### src/rtl/sr_chk_sat_cnt.sv
// Saturating event counter: holds at all-ones, synchronous clear wins over
// the old value but the same-edge increment still lands (clear then count).
module sr_chk_sat_cnt #(
    parameter int W = 8
) (
    input  logic         clk,
    input  logic         rst,
    input  logic         clr,
    input  logic         inc,
    output logic [W-1:0] cnt
);

    localparam logic [W-1:0] ONE = W'(1);

    logic [W-1:0] cnt_q;
    logic [W-1:0] cnt_d;

    always_comb begin
        cnt_d = cnt_q;
        if (clr) begin
            cnt_d = inc ? ONE : '0;
        end else if (inc && (cnt_q != '1)) begin
            cnt_d = cnt_q + ONE;
        end
    end

    // NOTE: state registers use non-blocking assignment so every flop samples pre-edge values.
    always_ff @(posedge clk or posedge rst) begin
        if (rst) begin
            cnt_q <= '0;
        end else begin
            cnt_q <= cnt_d;
        end
    end

    assign cnt = cnt_q;

endmodule

### config.mk
export PLATFORM = sky130hd
export DESIGN_NAME = sr_chk_sat_cnt
export DESIGN_NICKNAME = d
export VERILOG_FILES = /design/src/rtl/sr_chk_sat_cnt.sv
export SDC_FILE = /design/constraint.sdc
export NUM_CORES = 1
export LEC_CHECK = 0
export ABC_AREA = 1
export CAP_MARGIN = 20
export CORE_AREA = 2 2 41 43
export CTS_BUF_LIST = sky130_fd_sc_hd__clkbuf_8
export DETAILED_ROUTE_END_ITERATION = 8
export DIE_AREA = 0 0 43 45
export PLACE_DENSITY = 0.61
export SLEW_MARGIN = 20
export SYNTH_ARGS = -nofsm -noshare
export SYNTH_HDL_FRONTEND = slang
export SYNTH_SLANG_ARGS = --single-unit
### constraint.sdc
create_clock -name clk -period 1.8 [get_ports clk]
set_input_delay 0.36 -clock clk [delete_from_list [all_inputs] [get_ports clk]]
set_output_delay 0.36 -clock clk [all_outputs]
set_load 0.02 [all_outputs]
Word-level counts from Yosys, hierarchy flattened. Cells that the tools add are included.

Bits in registers: 8. Bits in latches: 0. Memory bits (writable): 0. ROM bits: 0. Output and inout port bits: 8. Memories kept: 0.

Add/sub/neg operators: 1. $mul: 0. Divide/modulo/power cells: 0. $lt $le $gt $ge: 0. Equal/unequal tests: 1. Shifts and indexed selects: 0. Muxes and demuxes: 3. Bitwise operators: 0. Reduce and logical (&&, ||, !) cells: 2.

Operator list (count): $mux W8 (2); $add A8 B1 Y8 const B (1); $ne A8 B8 Y1 const B (1); $reduce_bool A2 Y1 (1); $logic_and A1 B1 Y1 (1); $mux W1 (1).

Logic depth before layout (Yosys ltp). Gate-level depths: netlist of the first run.

Depth in word-level cells: 4. Mapped depth: 9.

Worst setup path after synthesis of the first run. No wires, ideal clock.

Path type: register to register. From: register cnt_q[1] (netlist: cnt[1]). To: register cnt_q[0] (netlist: cnt[0]). Library setup time: 121 ps. Arrival time: 1220 ps. Data required time: 1679 ps. Slack: 459 ps. Stages on the path, launching flop included: 9. Path buffers: 0. Period minus slack after synthesis: 1341 ps. Cells stage by stage: dfrtp_1 > ha_1 > nand2_1 > nor2_1 > nand2_2 > nand2_2 > nand2_4 > nand2_1 > o21ai_1.

Cells in the longest elaborated chain, start to end: 3.

RTL lines: start, declared (RTL line 15) `logic [W-1:0] cnt_q;`; start signal, assigned (RTL line 32) `cnt_q <= cnt_d;`; $ne A8 B8 Y1 (RTL line 22) `end else if (inc && (cnt_q != '1)) begin`; $logic_and A1 B1 Y1 (RTL line 22); $reduce_bool A2 Y1 (no line).

No other way between the ends. A chain may end at the register's enable or synchronous reset.

Worst setup path after layout of the first run.
From: register cnt_q[2] (netlist: cnt[2]). To: output cnt[2].

RTL lines: end, declared (RTL line 10) `output logic [W-1:0] cnt`.

No word-level cell between the ends.

==> results of run 1 <==
-- layout make-up --
type	count	share of cell area, %
Multi-Input combinational cell	52	37.6
Sequential cell	8	29.6
Timing Repair Buffer	12	17.4
Inverter	10	6.30
Clock buffer	3	6.11
Tap cell	16	2.96
-- how the worst max path moves through the flow --
stage,slack (ns),to,cells past startpoint
floorplan,0.46,cnt[0],8
global placement,0.32,cnt[3],6
detailed placement,0.33,cnt[7],6
CTS,0.13,cnt[2],1
global route,0.11,cnt[2],1
finish,0.14,cnt[2],1
-- worst register-to-register path: stages (launching register included) --
cell,delay [ns]
dfrtp_1,0.41
ha_1,0.22
nand2_1,0.09
nor2_1,0.06
nand2_2,0.08
nand2_2,0.06
nand2_4,0.11
clkinv_4,0.07
nand2_1,0.05
nand2_1,0.05
-- metrics by stage --
step,hold slack (ns),instances,cell area (sq um)
after global placement,0.510,98,634
after global routing,0.410,101,676
final,0.381,101,676
after floorplan,0.176,70,497
after detailed placement,0.521,98,634
after CTS,0.391,101,676
-- cells in the final DEF (no fill, tap or decap), types with 2 or more instances in the layout --
master,count
nand3_1,5
clkdlybuf4s50_1,11
dfrtp_1,8
clkbuf_8,3
nand4_1,2
nand2_1,24
nand2_2,3
nor2_1,7
inv_1,7
o21ai_1,2
a21oi_1,2
-- synthesized netlist by cell type --
cell type | n | area share [%]
xor2_1 | 1 | 1.8
clkinv_1 | 1 | 0.75
o21ai_0 | 1 | 1.0
nor3_1 | 1 | 1.0
inv_1 | 7 | 5.3
clkinv_4 | 1 | 1.8
a21oi_1 | 2 | 2.0
nor2_4 | 1 | 2.3
nand2_4 | 1 | 2.3
ha_1 | 1 | 2.5
o21ai_1 | 2 | 2.0
nand2_2 | 3 | 3.8
o21bai_1 | 1 | 1.5
inv_2 | 1 | 0.75
nor2_1 | 7 | 5.3
nand3_1 | 5 | 5.0
nand2_1 | 24 | 18
dfrtp_1 | 8 | 40
nand4_1 | 2 | 2.5
-- power groups by stage --
stage,clock network [mW],logic (mW),registers (mW)
finish,0.217,0.0669,0.198
global route,0.233,0.0730,0.199
CTS,0.225,0.0678,0.198
detailed placement,0,0.0675,0.200
global placement,0,0.0682,0.201
floorplan,0,0.0278,0.207
-- cells by family after synthesis --
kind of cell	count (synthesis)
and+or+nand+nor	44
buffers and inverters	10
DFF	8
AOI/OAI and AO/OA	6
xor gates and xnor gates	1
adders and majority gates	1
-- layer usage --
layer / GRT usage [%] / routed length, um / vias up
met3: 2.40 / 77 / 3
met2: 20.0 / 530 / 18
met1: 16.3 / 503 / 224
met4: 10.9 / 30 / 0
met5: 0 / 0 / -
li1: - / - / 254
==> results.sh, run 1 <==
export IMPL_initial_core_util_pct=33.8
export IMPL_p_clk_share_pct=45.1
export IMPL_synthesis_nets=75
export IMPL_insertion_delay_ns=0.23
export IMPL_post_cts_resized=0
export IMPL_ctsHoldBuffers=0
export IMPL_leakage_nw=0.331
export IMPL_seqPwrFrac_pct=41.1
export IMPL_routed_wl_um=1140
export IMPL_setup_tns_ns=0
export IMPL_cts_root_buf="clkbuf_8"
export IMPL_fillers=158
export IMPL_rrSetupSlack_ns=0.46
export IMPL_numPortBuffers=11
export IMPL_antenna_left=0
export IMPL_outcome="finished, final reports clean"
export IMPL_vias_per_cell=4.94
export IMPL_drt_iter0_drc=7
export IMPL_nets=92
export IMPL_switching_share_pct=24.9
export IMPL_post_cts_setup_buffers=0
export IMPL_drv_cap=0
export IMPL_dpl_worst_slack_ns=0.332
export IMPL_cts_sinks=8
export IMPL_cts_buffers=3
export IMPL_max_vdd_ir_drop_uv=455
export IMPL_syn_inst=70
export IMPL_routabilityCongestion=0.857
export IMPL_rr_startpoint="cnt[0]"
export IMPL_syn_area_per_cell_sq_um=7.10
export IMPL_setup_worst_path_class="reg -> out"
export IMPL_antenna_found_initial=0
export IMPL_power_mw=0.482
export IMPL_critical_path_startpoint="cnt[2]"
export IMPL_netlist_area_sq_um=497
export IMPL_dieArea_sq_um=1940
export IMPL_finalWorstPathRequiredPeriod_ns=1.66
export IMPL_grt_pass1_vias=427
export IMPL_finClkSkew_ns=0.00734
export IMPL_drt_pass1_iter_count=4
export IMPL_dp_hpwl_um=895
export IMPL_drive_above_1_share_pct=12.9
export IMPL_synth_simple_gate_area_share_pct=40.3
export IMPL_num_io_pins=12
export IMPL_path_buf_inv=1
export IMPL_finalMaxSlewViolations=0
export IMPL_worstPathCellList="clkdlybuf4s50_1"
export IMPL_largest_reg_flops=8
export IMPL_ys_warn_count=0
export IMPL_r2r_end="cnt[7]"
export IMPL_combPwrFrac_pct=13.9
export IMPL_cts_path_max_buffers=2
export IMPL_seq_area_frac_synth_pct=40.3
export IMPL_worst_pin_slew_ns=0.309
export IMPL_finish_utilization_pct=45.9
export IMPL_rsz0062_at_grt="false"
export IMPL_slowest_delay_ns=0.64
export IMPL_power_density_nw_per_um2=714
export IMPL_synth_top_family_by_area="simple AND/OR/NAND/NOR gates"
export IMPL_multi_input_area_sq_um=254
export IMPL_rr_worst_depth=9
export IMPL_critPathTopFamily="buffers and inverters"
export IMPL_grt_first_pass_wirelength_um=1820
export IMPL_die_y_um=45
export IMPL_drt_wirelength_per_cell_um=11.3
export IMPL_hp_class="in -> async"
export IMPL_grt_ovfl_total=0
export IMPL_slew_headroom_pct=79.4
export IMPL_synth_compound_area_share_pct=6.55
export IMPL_grt_max_degree=9
export IMPL_endpoint_kind="primary output"
export IMPL_cp_slowest_cell="clkdlybuf4s50_1"
export IMPL_die_x_um=43
export IMPL_crit_fanout=6
export IMPL_diodes=0
export IMPL_clk_pin_slew_ns=0.04
export IMPL_htree_num_levels=1
export IMPL_p_sw_mw=0.120
export IMPL_seq_area_sq_um=200
export IMPL_core_sq_um=1470
export IMPL_p_int_mw=0.362
export IMPL_required_ns=1.44
export IMPL_ys_ff_latch=8
export IMPL_period_share_pct=92.3
export IMPL_cts_tree="yes"
export IMPL_synth_xor_area_share_pct=1.76
export IMPL_clock_fmax_ghz=0.602
export IMPL_yosysUniqueCellTypes=19
export IMPL_start_kind="register"
export IMPL_hold_violations=0
export IMPL_rows=14
export IMPL_synthMuxAreaShare_pct=0
export IMPL_track_usage_pct=13.1
export IMPL_drc=0
export IMPL_setup_viol=0
export IMPL_finalWorstSetupSlack_ns=0.139
export IMPL_arrival_ns=1.30
export IMPL_synth_fa_ha_area_share_pct=2.52
export IMPL_areaGrowthSynthToFinish_pct=36.0
export IMPL_vias=499
Power figures use the tool's default switching activity.
==> inputs of run 2 (changes only) <==
CAP_MARGIN = unset   (was 20)
==> results of run 2 <==
No change in the layout: final DEF, timing and power equal those of run 1.
